[src/rtl/mult_acc_pkg.sv]
// Shared types and constants for the multiply-accumulate stage.
// Contents: FSM state enum, default widths, counter-width helper.
// Imported by mult_acc_stage_if, mult_acc_add and mult_acc_stage.
package mult_acc_pkg;

  typedef enum logic [0:0] {
    ACCUM = 1'b0,
    HOLD  = 1'b1
  } state_e;

  localparam int P_W_DEF   = 32;
  localparam int ACC_W_DEF = 40;

  // Beat counter width: clog2(vec_len), never below one bit.
  function automatic int cnt_width(input int vec_len);
    cnt_width = (vec_len <= 2) ? 1 : $clog2(vec_len);
  endfunction

endpackage

[src/rtl/mult_acc_stage_if.sv]
// Product-in / result-out handshake bundle for mult_acc_stage.
// Ports: p_valid/p_in/p_ready (product beat), acc_valid/acc_out/acc_ready/ovf (result).
// master = upstream+downstream side, slave = the accumulator stage.
interface mult_acc_stage_if
  import mult_acc_pkg::*;
#(
  parameter int P_W   = P_W_DEF,
  parameter int ACC_W = ACC_W_DEF
) ();

  logic             p_valid;
  logic [P_W-1:0]   p_in;
  logic             p_ready;
  logic             acc_valid;
  logic [ACC_W-1:0] acc_out;
  logic             acc_ready;
  logic             ovf;

  modport master (
    output p_valid, p_in, acc_ready,
    input  p_ready, acc_valid, acc_out, ovf
  );

  modport slave (
    input  p_valid, p_in, acc_ready,
    output p_ready, acc_valid, acc_out, ovf
  );

endinterface

[src/rtl/mult_acc_add.sv]
// Combinational signed adder: acc_i + sext(p_i) at ACC_W bits, with overflow detect.
// Ports: acc_i (accumulator), p_i (product), sum_o (result), ovf_o (signed overflow).
// Macro MULT_ACC_SATURATE_EN: clamp on overflow; otherwise wrap and ovf_o=0.
module mult_acc_add
  import mult_acc_pkg::*;
#(
  parameter int P_W   = P_W_DEF,
  parameter int ACC_W = ACC_W_DEF
) (
  input  logic [ACC_W-1:0] acc_i,
  input  logic [P_W-1:0]   p_i,
  output logic [ACC_W-1:0] sum_o,
  output logic             ovf_o
);

  logic [ACC_W-1:0] p_ext;
  logic [ACC_W-1:0] raw_sum;

  assign p_ext   = ACC_W'($signed(p_i));
  assign raw_sum = acc_i + p_ext;

`ifdef MULT_ACC_SATURATE_EN
  localparam logic [ACC_W-1:0] SAT_MAX = {1'b0, {(ACC_W-1){1'b1}}};
  localparam logic [ACC_W-1:0] SAT_MIN = {1'b1, {(ACC_W-1){1'b0}}};

  logic a_msb, b_msb, c_in, c_out, ovf;

  assign a_msb = acc_i[ACC_W-1];
  assign b_msb = p_ext[ACC_W-1];
  // Carry into the sign bit falls out of the sign-bit sum; carry out is the
  // full-adder carry of that bit. They differ exactly on signed overflow.
  assign c_in  = a_msb ^ b_msb ^ raw_sum[ACC_W-1];
  assign c_out = (a_msb & b_msb) | (c_in & (a_msb ^ b_msb));
  assign ovf   = c_in ^ c_out;

  // Overflow only happens with equal operand signs, so acc_i's sign picks the rail.
  always_comb begin
    sum_o = raw_sum;
    if (ovf) sum_o = a_msb ? SAT_MIN : SAT_MAX;
  end

  assign ovf_o = ovf;
`else
  assign sum_o = raw_sum;
  assign ovf_o = 1'b0;
`endif

endmodule

[src/rtl/mult_acc_stage.sv]
// Accumulates VEC_LEN signed products into an ACC_W result held on a valid/ready output.
// Ports: clk, rst (sync, active-high), clr (sync abort), bus (slave side of mult_acc_stage_if).
// Latency: result valid the cycle after the last beat; p_ready=0 while holding.
// Macro MULT_ACC_SATURATE_EN selects saturating accumulation with sticky ovf.
module mult_acc_stage
  import mult_acc_pkg::*;
#(
  parameter int P_W     = P_W_DEF,
  parameter int ACC_W   = ACC_W_DEF,  // must be >= P_W
  parameter int VEC_LEN = 16          // 1..65535
) (
  input  logic            clk,
  input  logic            rst,
  input  logic            clr,
  mult_acc_stage_if.slave bus
);

  localparam int              CNT_W    = cnt_width(VEC_LEN);
  localparam logic [CNT_W-1:0] CNT_LAST = CNT_W'(VEC_LEN - 1);

  state_e           state_q;
  logic [ACC_W-1:0] acc_q;
  logic [ACC_W-1:0] acc_d;
  logic [ACC_W-1:0] acc_out_q;
  logic [CNT_W-1:0] cnt_q;
  logic             acc_valid_q;
  logic             ovf_q;
  logic             add_ovf;
  logic             beat;

  mult_acc_add #(
    .P_W   (P_W),
    .ACC_W (ACC_W)
  ) u_add (
    .acc_i (acc_q),
    .p_i   (bus.p_in),
    .sum_o (acc_d),
    .ovf_o (add_ovf)
  );

  // Held low during reset even though the state already reads ACCUM.
  assign bus.p_ready   = (state_q == ACCUM) && !rst;
  assign bus.acc_valid = acc_valid_q;
  assign bus.acc_out   = acc_out_q;
  assign bus.ovf       = ovf_q;

  assign beat = bus.p_valid && bus.p_ready;

  always_ff @(posedge clk) begin
    if (rst) begin
      state_q     <= ACCUM;
      acc_q       <= '0;
      cnt_q       <= '0;
      acc_out_q   <= '0;
      acc_valid_q <= 1'b0;
      ovf_q       <= 1'b0;
    end else if (clr) begin
      // A beat offered alongside clr is consumed and thrown away.
      state_q     <= ACCUM;
      acc_q       <= '0;
      cnt_q       <= '0;
      acc_valid_q <= 1'b0;
      ovf_q       <= 1'b0;
    end else begin
      case (state_q)
        ACCUM: begin
          if (beat) begin
            if (add_ovf) ovf_q <= 1'b1;
            if (cnt_q == CNT_LAST) begin
              acc_out_q   <= acc_d;
              acc_q       <= '0;
              cnt_q       <= '0;
              acc_valid_q <= 1'b1;
              state_q     <= HOLD;
            end else begin
              acc_q <= acc_d;
              cnt_q <= cnt_q + CNT_W'(1);
            end
          end
        end
        HOLD: begin
          if (bus.acc_ready) begin
            acc_valid_q <= 1'b0;
            ovf_q       <= 1'b0;
            state_q     <= ACCUM;
          end
        end
        default: begin
          state_q     <= ACCUM;
          acc_valid_q <= 1'b0;
        end
      endcase
    end
  end

endmodule
[src/flat_wrapper.sv]
// flat-port wrapper written by rule: the top's interface ports become plain ports
module mult_acc_stage_flat import mult_acc_pkg::*;
#(
  parameter int P_W     = P_W_DEF,
  parameter int ACC_W   = ACC_W_DEF,                   
  parameter int VEC_LEN = 16                     
)
  (clk, rst, clr, bus_p_valid, bus_p_in, bus_acc_ready, bus_p_ready, bus_acc_valid, bus_acc_out, bus_ovf);
  mult_acc_stage_if #(.P_W(P_W), .ACC_W(ACC_W)) bus_i ();
  input  logic clk;
  input  logic rst;
  input  logic clr;
  input wire logic [$bits(bus_i.p_valid)-1:0] bus_p_valid;
  input wire logic [$bits(bus_i.p_in)-1:0] bus_p_in;
  input wire logic [$bits(bus_i.acc_ready)-1:0] bus_acc_ready;
  output wire logic [$bits(bus_i.p_ready)-1:0] bus_p_ready;
  output wire logic [$bits(bus_i.acc_valid)-1:0] bus_acc_valid;
  output wire logic [$bits(bus_i.acc_out)-1:0] bus_acc_out;
  output wire logic [$bits(bus_i.ovf)-1:0] bus_ovf;
  assign bus_i.p_valid = bus_p_valid;
  assign bus_i.p_in = bus_p_in;
  assign bus_i.acc_ready = bus_acc_ready;
  assign bus_p_ready = bus_i.p_ready;
  assign bus_acc_valid = bus_i.acc_valid;
  assign bus_acc_out = bus_i.acc_out;
  assign bus_ovf = bus_i.ovf;
  mult_acc_stage #(.P_W(P_W), .ACC_W(ACC_W), .VEC_LEN(VEC_LEN)) u_core (.clk(clk), .rst(rst), .clr(clr), .bus(bus_i));
endmodule
[config.mk]
export PLATFORM = sky130hd
export DESIGN_NAME = mult_acc_stage_flat
export DESIGN_NICKNAME = d
export VERILOG_FILES = /design/src/rtl/mult_acc_pkg.sv /design/src/rtl/mult_acc_stage_if.sv /design/src/rtl/mult_acc_add.sv /design/src/rtl/mult_acc_stage.sv /design/src/flat_wrapper.sv
export SDC_FILE = /design/constraint.sdc
export NUM_CORES = 1
export LEC_CHECK = 0
export CORE_MARGIN = 2
export CORE_UTILIZATION = 50
export CTS_CLUSTER_SIZE = 10
export DETAILED_ROUTE_END_ITERATION = 10
export GPL_TIMING_DRIVEN = 0
export PLACE_DENSITY = 0.82
export SETUP_SLACK_MARGIN = 0.4
export SYNTH_ARGS = -nofsm -noshare
export SYNTH_HDL_FRONTEND = slang
export SYNTH_SLANG_ARGS = --single-unit
[constraint.sdc]
create_clock -name clk -period 4.75 [get_ports clk]
set_clock_uncertainty 0.1 [all_clocks]
set_input_delay 0.7125 -clock clk [delete_from_list [all_inputs] [get_ports clk]]
set_output_delay 0.7125 -clock clk [all_outputs]
set_load 0.01 [all_outputs]
-- Word-level counts from Yosys, hierarchy flattened
Index checks and enable logic that the tools add are counted.
- word-level logic and storage cells: 33
- output and inout port bits: 43
- bits in registers: 87
- muxes and demuxes: 11
- reduce and logical (&&, ||, !) cells: 8
- bitwise gates (word level): 2
- equal/unequal tests: 4
- add/sub/neg operators: 2
- operators by type and width (cell ; count):
    40-bit adder ; 1
    40-bit 2-to-1 mux ; 1
    1-bit 2-to-1 mux ; 7
    4-bit by 1-bit adder with 4-bit output (second input constant) ; 1
    4-bit equality test (second input constant) ; 1
    4-bit 2-to-1 mux ; 1
    2-bit inequality test (second input constant) ; 2
    1-bit case mux with 2 select lines ; 2
    2-bit AND reduction ; 2
    4-bit AND reduction ; 1
    3-bit AND reduction ; 1
    1-bit logical AND ; 2
    2-bit by 1-bit inequality test with 1-bit output (second input constant) ; 1
    1-bit inverter ; 2
    2-bit OR reduction ; 1
    1-bit logical NOT ; 1

-- Depth between registers and ports, before layout
- word-level depth: 5
- gate-level depth with buffers: 10

-- By module
Synthesis repeated with hierarchy kept, for this count alone.
- cell total of the unflattened synthesis: 672
- area, all modules: 5666.7 um2
- modules (own cells, without submodules) (module ; cells each ; seq. area each (um2) ; instances ; area each (um2)):
    mult_acc_stage ; 355 ; 1741.7 ; 1 ; 3326.9
    mult_acc_add ; 317 ; 0.0 ; 1 ; 2339.7

-- Least setup slack after synthesis
Ideal clock, no wire load.
- path kind: input to register
- start: in bus_p_in[0]
- end: reg u_core.acc_q[36]
- path buffers: 0
- cell stages on the path: 10
- library setup time: 0.117 ns
- setup slack: 1.680 ns
- arrival: 2.853 ns
- cells stage by stage: ha_1 fa_1 a21oi_1 o211ai_1 a41oi_1 a31oi_1 a41o_1 a211oi_1 xnor2_1 a22o_1
- cells in the longest elaborated chain, start to end: 2
- RTL lines (element ; RTL line ; RTL):
    from (decl) ; flat_wrapper.sv:14 ; input wire logic [$bits(bus_i.p_in)-1:0] bus_p_in;
    40-bit adder ; mult_acc_add.sv:20 ; assign raw_sum = acc_i + p_ext;
    40-bit 2-to-1 mux ; mult_acc_stage.sv:69 ; if (cnt_q == CNT_LAST) begin
    to (signal assigned) ; mult_acc_stage.sv:60 ; acc_q <= '0;
    to (signal assigned) ; mult_acc_stage.sv:71 ; acc_q <= '0;
    to (signal assigned) ; mult_acc_stage.sv:76 ; acc_q <= acc_d;
    to (decl) ; mult_acc_stage.sv:22 ; logic [ACC_W-1:0] acc_q;
No other way between the ends.
A chain may end at the register's enable or synchronous reset.

-- Worst setup path in the final report
- start: in bus_p_in[31]
- end: reg u_core.acc_q[39]
Same word-level chain as after synthesis.

==> metrics.md <==
| Metric | Value |
|---|---|
| Initial antenna violation count | 0 |
| Most common cell in the netlist | nand2_1 |
| Final HPWL DP | 11000 um |
| Slew headroom | 35.2% |
| Max Used Layer | met4 |
| WHS Path Cells | 2 |
| Metal2 WL | 6640 um |
| Met1 WL | 6990 um |
| Tcrit/Tclk final | 76.7% |
| Row count | 37 |
| RSZ-0062 raised after global routing | no |
| WP data required | 4.95 ns |
| Die area | 11300 sq um |
| Arr. time, crit path | 3.85 ns |
| Core footprint | 10200 sq um |
| Clock latency on the worst-skew pair | 0.37 ns |
| Die width | 106 um |
| Yosys cell types | 62 |
| GRT overflow | 0 |
| Post-synthesis sequential area ratio | 33.0% |
| Mapped cell area | 5220 sq um |
| Crit path launch type | input port |
| Via count of the routed design | 5067 |
| Antenna Cells | 0 |
| Clock Path Buffers | 2 |
| # setup viols final | 0 |
| Top cells by area, synth | dfxtp_1, ha_1, a21oi_1, nand2_1, a21o_1 |
| Crit-path max FO | 12 |
| Area growth, synth to finish | 21.7% |
| Pleak | 2.64 nW |
| Pin slew with the least headroom to its limit | 0.968 ns |
| Post-Route Utilization | 62.1% |
| Largest net degree at the start of global routing | 17 |
| DRC viols | 0 |
| Hold crit path type | reg -> reg |
| Fillers | 928 |
| CTS Hold Buffers Added | 0 |
| Mapped Cells | 633 |
| # nets final | 800 |
| First-pass GRT wire length | 24100 um |
| Io pins | 80 |
| Area share of the largest cell type after synthesis | 33.0% |
| VDD IR max | 0.113 mV |
| Pins Over Slew Limit | 0 |
| Die H | 106 um |
| R2R cell count | 10 |
| Via/cell ratio | 5.87 |
| Clk pin slew, worst setup/hold paths | 0.09 ns |
| Kind of critical path | in -> reg |
| Layout cells sized above 1 | 4.13% |
| Status | finished, final reports clean |
| Post-synth EDFFs | 0 |
| Wirelength per Cell | 17.0 um |
| Ys async rst share | 0% |
| 1st-pass router iterations | 5 |
| Port-buffer cells | 78 |
| Most used DFF post-synth | dfxtp_1 |
| Post-synthesis net count | 711 |
| Post-synth top cells | nand2_1, dfxtp_1, a21oi_1 |
| Hold path start | u_core.bus.acc_out[8] |
| Detailed Route WL | 14700 um |
| Power per cell area | 235 nW/um^2 |
| Postcts setup bufs | 0 |
| Antenna Nets Post-Route | 0 |
| Max Fclk | 0.274 GHz |
| Number of register bits inferred by synthesis | 86 |
| Final hold viol count | 0 |
| Iter 0 DRT Violations | 312 |
| Max Cap Viol | 0 |
| CTS tree | built |
| Vias in the first global route | 4996 |
| YS warnings | 0 |
| Metal3 WL | 786 um |
| Total GRT Usage | 26.7% |
| CTS Sinks | 86 |
| Starting Density | 51.0% |
| R2R Path End | u_core.acc_q[32] |
| Clk root buf | clkbuf_8 |
| Syn avg cell area | 8.24 sq um |
| Crit end category | register |
| Gp weighted congestion | 0.943 |
| Post-synth top area cell | dfxtp_1 |
| Reg2reg setup slack | 1.55 ns |
| Total CTS buffers | 9 |
| Number of gates resized after CTS | 0 |
| H-Tree Depth | 3 |
| R2r startpoint | u_core.acc_q[0] |
| WHS Endpoint | u_core.bus.acc_out[8] |
| Post-route minimum period | 3.64 ns |
| Setup total negative slack | 0 ns |
## cells in the final DEF (no fill, tap or decap), drive strengths merged, types with 8 or more instances in the layout
cell and instances:
nor3b 16, a22oi 14, nor3 9, xor2 16, clkbuf 37, a22o 20
ha 40, a21oi 72, o21ai 29, nand2 93, dfxtp 86, nor2 40
clkdlybuf4s50 78, a21o 27, nand3 8, inv 9, xnor2 20
## registers in the layout, indices dropped and copies added (netlist names)
signal                flops
u_core.acc_q             40
u_core.bus.acc_out       40
u_core.cnt_q              4
u_core.bus.acc_valid      1
u_core.state_q            1
## cells by family (layout without fill, tap and decap cells)
kind of cell	after synthesis	in the layout	synth area share [%]
simple gates	219	219	20.4
mux	3	3	0.600
fa+ha+maj	41	41	9.98
flops	86	86	33.0
xor+xnor	37	37	6.48
compound gates	208	208	26.6
buf+inv	38	132	2.86
other cells	1	1	0.0719
## stage by stage
step | instances | hold slack (ns) | worst slack (ns) | power [W] | area [sq um]
finish | 863 | 0.357 | 1.11 | 0.00149 | 6350
global route | 863 | 0.376 | 0.943 | 0.00156 | 6350
CTS | 863 | 0.360 | 1.11 | 0.00150 | 6350
detailed placement | 847 | 0.347 | 0.733 | 0.00101 | 6170
global placement | 847 | 0.343 | 0.819 | 0.00100 | 6170
floorplan | 633 | 0.330 | 1.68 | 0.000920 | 5220
## worst max path at each step
stage / startpoint / end / slack, ns / depth (start not counted)
6_report: bus_p_in[31] / u_core.acc_q[39] / 1.11 / 11
2_1_floorplan: bus_p_in[0] / u_core.acc_q[36] / 1.68 / 10
5_1_grt: bus_p_in[31] / u_core.bus.acc_out[39] / 0.94 / 11
3_3_place_gp: bus_p_in[31] / u_core.bus.acc_out[39] / 0.82 / 11
3_5_place_dp: bus_p_in[31] / u_core.bus.acc_out[39] / 0.73 / 11
4_1_cts: bus_p_in[31] / u_core.acc_q[39] / 1.11 / 11
## area by class of cell
class	count	area (sq um)	share of cell area (%)
clock inverters	7	58.8	0.926
plain buffers	31	123	1.93
repair buffers	78	781	12.3
clock buffers	9	124	1.95
well taps	136	170	2.68
multi-input cells	509	3340	52.7
inverters	7	26.3	0.414
flip-flops and latches	86	1720	27.1
## per-layer routing
layer / up-vias / GRT usage (%)
li1: 2477 / -
met1: 2403 / 36.0
met2: 159 / 43.4
met3: 28 / 4.48
met4: 0 / 8.74
met5: - / 0
## power by group
part	switching, W	internal [W]	total (W)
Clock	0.000300	0.000196	0.000497
Sequential	0.00000628	0.000730	0.000736
Combinational	0.000156	0.000106	0.000262
Total	0.000463	0.00103	0.00149
## worst max-delay path, cell delays in order
cell             delay [ns]
clkdlybuf4s50_1        0.83
ha_1                   0.33
clkbuf_1               0.21
a21o_1                 0.22
a21o_1                 0.18
a21oi_1                0.30
o21ai_0                0.13
o21a_1                 0.16
o31ai_1                0.21
or4b_1                 0.47
o211ai_1               0.11
Power figures use the tool's default switching activity.
